[config.mk]
export PLATFORM = sky130hd
export DESIGN_NAME = memwb_stage_reg
export DESIGN_NICKNAME = d
export VERILOG_FILES = /design/src/rtl/memwb_stage_reg_pkg.sv /design/src/rtl/memwb_stage_reg_fwd_match.sv /design/src/rtl/memwb_stage_reg.sv
export SDC_FILE = /design/constraint.sdc
export NUM_CORES = 1
export LEC_CHECK = 0
export ABC_AREA = 1
export CAP_MARGIN = 15
export CELL_PAD_IN_SITES_DETAIL_PLACEMENT = 0
export CELL_PAD_IN_SITES_GLOBAL_PLACEMENT = 2
export CORE_ASPECT_RATIO = 1.4
export CORE_MARGIN = 4
export CORE_UTILIZATION = 22
export CTS_CLUSTER_DIAMETER = 100
export CTS_CLUSTER_SIZE = 24
export DETAILED_ROUTE_END_ITERATION = 10
export GPL_ROUTABILITY_DRIVEN = 0
export HOLD_SLACK_MARGIN = 0.02
export MAX_ROUTING_LAYER = met4
export PLACE_DENSITY = 0.85
export SLEW_MARGIN = 30
export SYNTH_ARGS = -nofsm -noshare
export SYNTH_HDL_FRONTEND = slang
export SYNTH_SLANG_ARGS = --single-unit
[constraint.sdc]
create_clock -name clk -period 7.48 [get_ports clk]
set_clock_uncertainty 0.15 [all_clocks]
set_input_delay 2.244 -clock clk [delete_from_list [all_inputs] [get_ports clk]]
set_output_delay 2.244 -clock clk [all_outputs]
set_load 0.05 [all_outputs]
[src/rtl/memwb_stage_reg_pkg.sv]
// Shared MEM/WB payload definitions.
// Default widths match the classic 32-bit MIPS datapath.
package pipe_pkg;

  localparam int DATA_W_DEF = 32;
  localparam int RD_W_DEF   = 5;

  typedef struct packed {
    logic                  valid;
    logic                  wb;
    logic                  wmem;
    logic                  load;
    logic [DATA_W_DEF-1:0] result;
    logic [DATA_W_DEF-1:0] wdmem;
    logic [RD_W_DEF-1:0]   rd;
  } memwb_t;

  localparam memwb_t BUBBLE = '0;

endpackage

[src/rtl/memwb_stage_reg_fwd_match.sv]
// Priority search over the stage array for one forwarding query.
// Lowest index is youngest and wins.
module fwd_match #(
  parameter int DATA_W = 32,
  parameter int RD_W   = 5,
  parameter int N      = 1
) (
  input  logic [N-1:0]        i_sel,
  input  logic [N*RD_W-1:0]   i_rd,
  input  logic [N*DATA_W-1:0] i_data,
  input  logic [RD_W-1:0]     i_src,
  output logic                o_hit,
  output logic [DATA_W-1:0]   o_data
);

  always_comb begin
    o_hit  = 1'b0;
    o_data = '0;
    // scan oldest to youngest so the youngest match is left standing
    for (int i = N - 1; i >= 0; i--) begin
      if (i_sel[i] && i_rd[i*RD_W +: RD_W] == i_src
          && i_src != '0) begin
        o_hit  = 1'b1;
        o_data = i_data[i*DATA_W +: DATA_W];
      end
    end
  end

endmodule

[src/rtl/memwb_stage_reg.sv]
// Parametrised MEM/WB pipeline register with miss bubbles,
// forwarding lookup and a saturating bubble counter.
module memwb_stage_reg
  import pipe_pkg::*;
#(
  parameter int DATA_W = DATA_W_DEF,
  parameter int RD_W   = RD_W_DEF,
  parameter int STAGES = 1,
  parameter int CNT_W  = 16
) (
  input  logic              clk,
  input  logic              rst,
  input  logic              stall,
  input  logic              flush,
  input  logic              in_valid,
  input  logic              WB_in,
  input  logic              WMEM_in,
  input  logic              load_in,
  input  logic [DATA_W-1:0] result_in,
  input  logic [DATA_W-1:0] wdMem_in,
  input  logic [RD_W-1:0]   rd_in,
  input  logic              mem_ready,
  output logic              WB_out,
  output logic              WMEM_out,
  output logic              load_out,
  output logic [DATA_W-1:0] result_out,
  output logic [DATA_W-1:0] wdMem_out,
  output logic [RD_W-1:0]   rd_out,
  output logic              out_valid,
  output logic              stall_req,
  input  logic [RD_W-1:0]   src_rs,
  input  logic [RD_W-1:0]   src_rt,
  output logic              fwd_rs_hit,
  output logic [DATA_W-1:0] fwd_rs_data,
  output logic              fwd_rt_hit,
  output logic [DATA_W-1:0] fwd_rt_data,
  output logic [CNT_W-1:0]  bubble_cnt
);

  if (STAGES < 1 || STAGES > 3) begin : g_bad_stages
    $error("memwb_stage_reg: STAGES must be 1..3");
  end

  typedef struct packed {
    logic              valid;
    logic              wb;
    logic              wmem;
    logic              load;
    logic [DATA_W-1:0] result;
    logic [DATA_W-1:0] wdmem;
    logic [RD_W-1:0]   rd;
  } stage_t;

  stage_t           r_stg [STAGES];
  logic [CNT_W-1:0] r_cnt;
  logic             w_miss;
  logic             w_take;
  stage_t           w_new;

  assign w_miss = in_valid & (load_in | WMEM_in) & ~mem_ready;
  assign w_take = in_valid & ~w_miss;

  always_comb begin
    w_new = '0;
    if (w_take) begin
      w_new.valid  = 1'b1;
      w_new.wb     = WB_in;
      w_new.wmem   = WMEM_in;
      w_new.load   = load_in;
      w_new.result = result_in;
      w_new.wdmem  = wdMem_in;
      w_new.rd     = rd_in;
    end
  end

  always_ff @(posedge clk) begin
    if (rst) begin
      for (int i = 0; i < STAGES; i++) r_stg[i] <= '0;
      r_cnt <= '0;
    end else if (flush) begin
      for (int i = 0; i < STAGES; i++) r_stg[i] <= '0;
    end else if (!stall) begin
      r_stg[0] <= w_new;
      for (int i = 1; i < STAGES; i++) r_stg[i] <= r_stg[i-1];
      if (!w_take && r_cnt != {CNT_W{1'b1}})
        r_cnt <= r_cnt + CNT_W'(1);
    end
  end

  assign WB_out     = r_stg[STAGES-1].wb;
  assign WMEM_out   = r_stg[STAGES-1].wmem;
  assign load_out   = r_stg[STAGES-1].load;
  assign result_out = r_stg[STAGES-1].result;
  assign wdMem_out  = r_stg[STAGES-1].wdmem;
  assign rd_out     = r_stg[STAGES-1].rd;
  assign out_valid  = r_stg[STAGES-1].valid;
  assign stall_req  = w_miss;
  assign bubble_cnt = r_cnt;

  logic [STAGES-1:0]        w_sel;
  logic [STAGES*RD_W-1:0]   w_rd;
  logic [STAGES*DATA_W-1:0] w_data;

  for (genvar g = 0; g < STAGES; g++) begin : g_flat
    assign w_sel[g] = r_stg[g].valid & r_stg[g].wb;
    assign w_rd[g*RD_W +: RD_W] = r_stg[g].rd;
    assign w_data[g*DATA_W +: DATA_W] = r_stg[g].result;
  end

  fwd_match #(
    .DATA_W(DATA_W), .RD_W(RD_W), .N(STAGES)
  ) u_fwd_rs (
    .i_sel (w_sel),
    .i_rd  (w_rd),
    .i_data(w_data),
    .i_src (src_rs),
    .o_hit (fwd_rs_hit),
    .o_data(fwd_rs_data)
  );

  fwd_match #(
    .DATA_W(DATA_W), .RD_W(RD_W), .N(STAGES)
  ) u_fwd_rt (
    .i_sel (w_sel),
    .i_rd  (w_rd),
    .i_data(w_data),
    .i_src (src_rt),
    .o_hit (fwd_rt_hit),
    .o_data(fwd_rt_data)
  );

endmodule

==> results of run 1 <==
## layout by cell type, fill, tap and decap left out, types with 4 or more instances in the layout
cell / n
clkdlybuf4s50_1: 178
nor2_1: 171
inv_1: 133
edfxtp_1: 73
nand2_1: 55
buf_4: 35
buf_12: 33
dfxtp_1: 16
nand3_1: 12
clkbuf_16: 9
a21oi_1: 6
nand4_1: 6
o21ai_1: 5
inv_2: 5
xor2_1: 4
nor2_4: 4
nand2_2: 4
## kinds of logic (layout without fill, tap and decap cells)
| family | Yosys count | count (layout) | share of synthesized area |
|---|---|---|---|
| and+or+nand+nor | 266 | 266 | 0.254 |
| DFF | 89 | 89 | 0.568 |
| adders and majority gates | 1 | 1 | 0.00283 |
| xor gates and xnor gates | 7 | 7 | 0.0139 |
| AOI/OAI and AO/OA | 15 | 15 | 0.0209 |
| buffers and inverters | 156 | 400 | 0.140 |
## worst max-delay path: cells and delay by family
kind / cells / cell delay (ns)
buf+inv: 3 / 1.39
simple gates: 3 / 0.42
xor+xnor: 1 / 0.12
## area by class of cell
type | instances | share of cell area
tap | 252 | 0.0414
clock inverter | 5 | 0.00410
sequential | 89 | 0.330
inverter | 139 | 0.0685
multi-input combinational | 289 | 0.172
clock buffer | 10 | 0.0300
timing repair buffer | 246 | 0.355
## how the worst max path moves through the flow
stage | to | slack, ns | start | cells past startpoint
after floorplan | fwd_rs_data[22] | 1.47 | src_rs[0] | 5
after global placement | fwd_rt_hit | 0.86 | src_rt[1] | 7
after detailed placement | fwd_rt_hit | 0.85 | src_rt[1] | 7
after CTS | fwd_rt_hit | 0.85 | src_rt[1] | 7
after global routing | fwd_rt_hit | 0.73 | src_rt[1] | 7
final | fwd_rt_hit | 0.90 | src_rt[1] | 7
## cell usage after synthesis, types with 2 or more instances
master / number / area [sq um]
nand2_1: 56 / 210
nor2_4: 4 / 45.0
xnor2_1: 3 / 26.3
buf_2: 14 / 70.1
o21ai_1: 5 / 25.0
a21oi_1: 6 / 30.0
nor3_1: 3 / 15.0
nand3_1: 12 / 60.1
edfxtp_1: 73 / 2190
nor2_2: 2 / 12.5
nand4_1: 6 / 37.5
nand3_2: 3 / 30.0
nor2_1: 171 / 642
inv_2: 5 / 18.8
dfxtp_1: 16 / 320
nand2_2: 4 / 25.0
buf_6: 2 / 22.5
xor2_1: 4 / 35.0
inv_1: 133 / 499
## state kept, by name (all words and copies together) (netlist names)
signal      flops
r_stg          73
bubble_cnt     16
## metal layers
metal  vias up  global-route usage
met5         -                   -
met4         0              0.0442
met3        13              0.0432
met2       151               0.235
met1      1756               0.133
li1       2056                   -
## per-stage QoR
step,hold WS [ns],std cells,area [sq um],total power [mW]
final,0.396,1030,7620,1.21
after global routing,0.442,1030,7620,1.27
after CTS,0.400,1030,7620,1.24
after detailed placement,0.387,1015,7360,0.811
after global placement,0.395,1015,7350,0.810
after floorplan,0.598,534,4420,0.704
## report_power, final
part	internal [mW]	switching, mW	total (mW)	leakage, nW
clock	0.223	0.194	0.417	0.130
combinational	0.0904	0.137	0.228	2.21
sequential	0.557	0.0128	0.570	0.975
total	0.870	0.344	1.21	3.32
==> impl_metrics.env, run 1 <==
export IMPL_coreArea_sq_um=19800
export IMPL_wl_met3_microns=1270
export IMPL_critPathMaxStageDelay_ns=0.81
export IMPL_path_max_fanout=2
export IMPL_slowest_stage="clkdlybuf4s50_1"
export IMPL_reg2reg_from="bubble_cnt[0]"
export IMPL_drv_slew=0
export IMPL_grt_pass1_wl_microns=21800
export IMPL_crit_chain="clkdlybuf4s50_1 -> xnor2_1 -> nand2_1 -> nor3_1 -> nand2b_1 -> inv_1 -> clkdlybuf4s50_1"
export IMPL_rows=61
export IMPL_grt_pass1_vias=3831
export IMPL_antenna_found_initial=0
export IMPL_seq_area_frac_synth=0.568
export IMPL_synth_avg_cell_area_sq_um=8.28
export IMPL_drive_gt1_frac=0.134
export IMPL_antennaDiodeCount=0
export IMPL_first_iter_violations=134
export IMPL_holdPathStages=2
export IMPL_tightest_slew_ns=0.786
export IMPL_whs_endpoint="bubble_cnt[15]"
export IMPL_multi_input_area_sq_um=1310
export IMPL_r2r_cells=10
export IMPL_synthToLayoutAreaGrowth_pct=72.4
export IMPL_register_area_sq_um=2510
export IMPL_ys_types=31
export IMPL_nets=863
export IMPL_r2r_end="bubble_cnt[7]"
export IMPL_min_from="bubble_cnt[15]"
export IMPL_vias=3976
export IMPL_cts_resized=0
export IMPL_route_detailed_drc=0
export IMPL_pre_cts_ws_ns=0.845
export IMPL_start_util=0.223
export IMPL_cts_buffers_inserted=9
export IMPL_met2_length_microns=7930
export IMPL_portBuffers=243
export IMPL_cpMostUsedCell="clkdlybuf4s50_1"
export IMPL_rsz0062_at_grt="no"
export IMPL_synthArstFlopShare=0
export IMPL_status="complete, no violations"
export IMPL_wl_microns=14800
export IMPL_path_clk_slew_ns=0.06
export IMPL_finalSetupTns_ns=0
export IMPL_viasPerCell=3.86
export IMPL_die_w_microns=128
export IMPL_cts_sinks=89
export IMPL_hpwl_microns=11600
export IMPL_worst_slack_ns=0.895
export IMPL_syn_inst=534
export IMPL_drt_wirelength_per_cell_microns=14.4
export IMPL_maxCapViolCount=0
export IMPL_cts_setup_buffers=0
export IMPL_first_pass_iters=6
export IMPL_ctsHoldBuffers=0
export IMPL_cellLeakagePower_nw=3.32
export IMPL_die_h_microns=176
export IMPL_cts_tree="done"
export IMPL_synth_seq_cells=89
export IMPL_fillers=2044
export IMPL_postRouteAntennaNets=0
export IMPL_syn_area_sq_um=4420
export IMPL_synth_nets=623
export IMPL_dieArea_sq_um=22500
export IMPL_power_density_nw_per_um2=159
export IMPL_grt_util_all_layers=0.131
export IMPL_routed_top_layer="met4"
export IMPL_grt_ovfl_total=0
export IMPL_final_core_util=0.384
export IMPL_io_pins=244
export IMPL_crit_type="input pin to primary output"
export IMPL_yosysWarnings=0
export IMPL_worstHoldPathType="register to register"
export IMPL_peakVddDrop_uv=79.1
export IMPL_h_tree_depth=3
export IMPL_insertion_delay_ns=0.34
export IMPL_clock_fmax_mhz=152
export IMPL_cp_arrival_ns=4.19
export IMPL_wl_met1_microns=5400
export IMPL_critPathLaunchType="input pin"
export IMPL_cts_max_path_buffers=2
export IMPL_period_share=0.880
export IMPL_synth_ff_type="edfxtp_1"
export IMPL_crit_path_end_kind="primary output"
export IMPL_setup_viol=0
export IMPL_cts_root_buffer="clkbuf_16"
export IMPL_slew_headroom=0.476
export IMPL_rrSetupSlack_ns=5.54
export IMPL_cp_required_ns=5.09
export IMPL_grt_max_degree=74
export IMPL_hold_viol_final=0
export IMPL_fin_crit_ns=6.58
export IMPL_synth_edf_count=73
(Power assumes the default switching activity.)
==> run 2, diff against run 1 <==
--- a/config.mk
+++ b/config.mk
@@ -19,7 +19,6 @@
 export HOLD_SLACK_MARGIN = 0.02
 export MAX_ROUTING_LAYER = met4
 export PLACE_DENSITY = 0.85
-export SLEW_MARGIN = 30
 export SYNTH_ARGS = -nofsm -noshare
 export SYNTH_HDL_FRONTEND = slang
 export SYNTH_SLANG_ARGS = --single-unit
==> run 2 against run 1 <==
Highest routed layer unchanged. First-iteration DRC count grew 4.5%. Power grew 6.4%. Maximum frequency grew 0.16%. Register-to-register slack is essentially flat. Sequential share of layout area shrank 0.21 points. Critical path type unchanged. Clock-buffer cell count shrank 1. Clock power grew 18%.
==> impl_metrics.env, run 2 (synthesis gave the netlist of run 1 again) <==
export IMPL_regMostFlops="r_stg"
export IMPL_cpMostUsedCell="clkdlybuf4s50_1"
export IMPL_path_buf_inv=3
export IMPL_layout_common_cells="178 x clkdlybuf4s50_1, 171 x nor2_1, 133 x inv_1"
export IMPL_cts_tree="done"
export IMPL_first_iter_violations=140
export IMPL_crit_start="src_rt[1]"
export IMPL_finalSetupTns_ns=0
export IMPL_crit_type="input pin to primary output"
export IMPL_die_w_microns=128
export IMPL_portBuffers=243
export IMPL_drive_gt1_frac=0.135
export IMPL_crit_path_end_kind="primary output"
export IMPL_cts_max_path_buffers=2
export IMPL_drt_wirelength_per_cell_microns=14.4
export IMPL_endpoint="fwd_rt_hit"
export IMPL_register_area_sq_um=2510
export IMPL_power_density_nw_per_um2=168
export IMPL_tightest_slew_ns=1.02
export IMPL_antennaDiodeCount=0
export IMPL_setup_viol=0
export IMPL_final_core_util=0.387
export IMPL_route_detailed_drc=0
export IMPL_r2r_end="bubble_cnt[7]"
export IMPL_cts_root_buffer="clkbuf_16"
export IMPL_cellLeakagePower_nw=3.35
export IMPL_critPathMaxStageDelay_ns=0.81
export IMPL_peakVddDrop_uv=85.2
export IMPL_h_tree_depth=3
export IMPL_placed_area_sq_um=7350
export IMPL_fillers=2019
export IMPL_multi_input_area_sq_um=1300
export IMPL_wl_microns=14800
export IMPL_crit_family="buffers and inverters"
export IMPL_synthToLayoutAreaGrowth_pct=73.5
export IMPL_drv_slew=0
export IMPL_ctsHoldBuffers=0
export IMPL_grt_ovfl_total=0
export IMPL_critPathLaunchType="input pin"
export IMPL_grt_pass1_wl_microns=21800
export IMPL_slowest_stage="clkdlybuf4s50_1"
export IMPL_rows=61
export IMPL_die_h_microns=176
export IMPL_cp_num_cells=7
export IMPL_start_util=0.223
export IMPL_vias=3967
export IMPL_power_mw=1.29
export IMPL_finalInstanceArea_sq_um=7670
export IMPL_hpwl_microns=11600
export IMPL_io_pins=244
export IMPL_fin_crit_ns=6.57
export IMPL_pre_cts_ws_ns=0.852
export IMPL_rrSetupSlack_ns=5.54
export IMPL_worst_slack_ns=0.906
export IMPL_grt_pass1_vias=3850
export IMPL_coreArea_sq_um=19800
export IMPL_first_pass_iters=5
export IMPL_worstHoldPathType="register to register"
export IMPL_cts_sinks=89
export IMPL_nets=863
export IMPL_cp_required_ns=5.09
export IMPL_maxCapViolCount=0
export IMPL_postRouteAntennaNets=0
export IMPL_crit_chain="clkdlybuf4s50_1 -> xnor2_1 -> nand2_1 -> nor3_1 -> nand2b_1 -> inv_1 -> clkdlybuf4s50_1"
export IMPL_viasPerCell=3.85
export IMPL_final_common_cell="clkdlybuf4s50_1"
export IMPL_cts_setup_buffers=0
export IMPL_path_clk_slew_ns=0.07
export IMPL_dieArea_sq_um=22500
export IMPL_rsz0062_at_grt="no"
export IMPL_antenna_found_initial=0
export IMPL_r2r_cells=10
export IMPL_path_max_fanout=2
export IMPL_slew_headroom=0.320
export IMPL_grt_max_degree=74
export IMPL_period_share=0.879
export IMPL_clock_fmax_mhz=152
export IMPL_cts_resized=0
export IMPL_grt_util_all_layers=0.131
export IMPL_insertion_delay_ns=0.34
export IMPL_status="complete, no violations"
export IMPL_largest_reg_flops=73
export IMPL_cp_arrival_ns=4.18
export IMPL_hold_viol_final=0
export IMPL_cts_buffers_inserted=9
export IMPL_reg2reg_from="bubble_cnt[0]"
-- run 2: power breakdown --
group          internal, mW  leakage (nW)  total (mW)  switching, mW
logic                0.0903          2.22       0.228          0.137
clock network         0.294         0.157       0.494          0.200
registers             0.557         0.975       0.570         0.0131
total                 0.941          3.35        1.29          0.351
-- run 2: worst min path at each step --
stage	cells after the start	slack, ns	start	end
finish	2	0.41	bubble_cnt[15]	bubble_cnt[15]
global route	2	0.45	bubble_cnt[15]	bubble_cnt[15]
CTS	2	0.40	bubble_cnt[15]	bubble_cnt[15]
detailed placement	2	0.39	bubble_cnt[15]	bubble_cnt[15]
global placement	4	0.40	bubble_cnt[1]	bubble_cnt[1]
floorplan	2	0.60	bubble_cnt[15]	bubble_cnt[15]
-- run 2: cell type report --
type,count,area share
clock inverter,7,0.0121
multi-input combinational,289,0.169
inverter,139,0.0680
clock buffer,9,0.0294
tap,252,0.0411
timing repair buffer,246,0.353
sequential,89,0.328
-- run 2: worst register-to-register path: cells and delay by family, from the launching register on --
kind                       cells  cell delay [ns]
DFF                            1             0.35
adders and majority gates      1             0.22
and+or+nand+nor                9             1.17
-- run 2: layer usage --
layer | wire (microns) | share of wire | track usage | vias up
met1 | 5450 | 0.37 | 0.131 | 1744
met4 | 210 | 0.014 | 0.0381 | 0
met5 | 0 | 0 | - | -
met3 | 1300 | 0.088 | 0.0444 | 11
met2 | 7880 | 0.53 | 0.237 | 152
li1 | - | - | - | 2060
-- run 2: through the flow --
stage               std cells  hold slack [ns]
floorplan                 534            0.598
finish                   1031            0.406
global route             1031            0.455
detailed placement       1015            0.388
global placement         1015            0.395
CTS                      1031            0.405
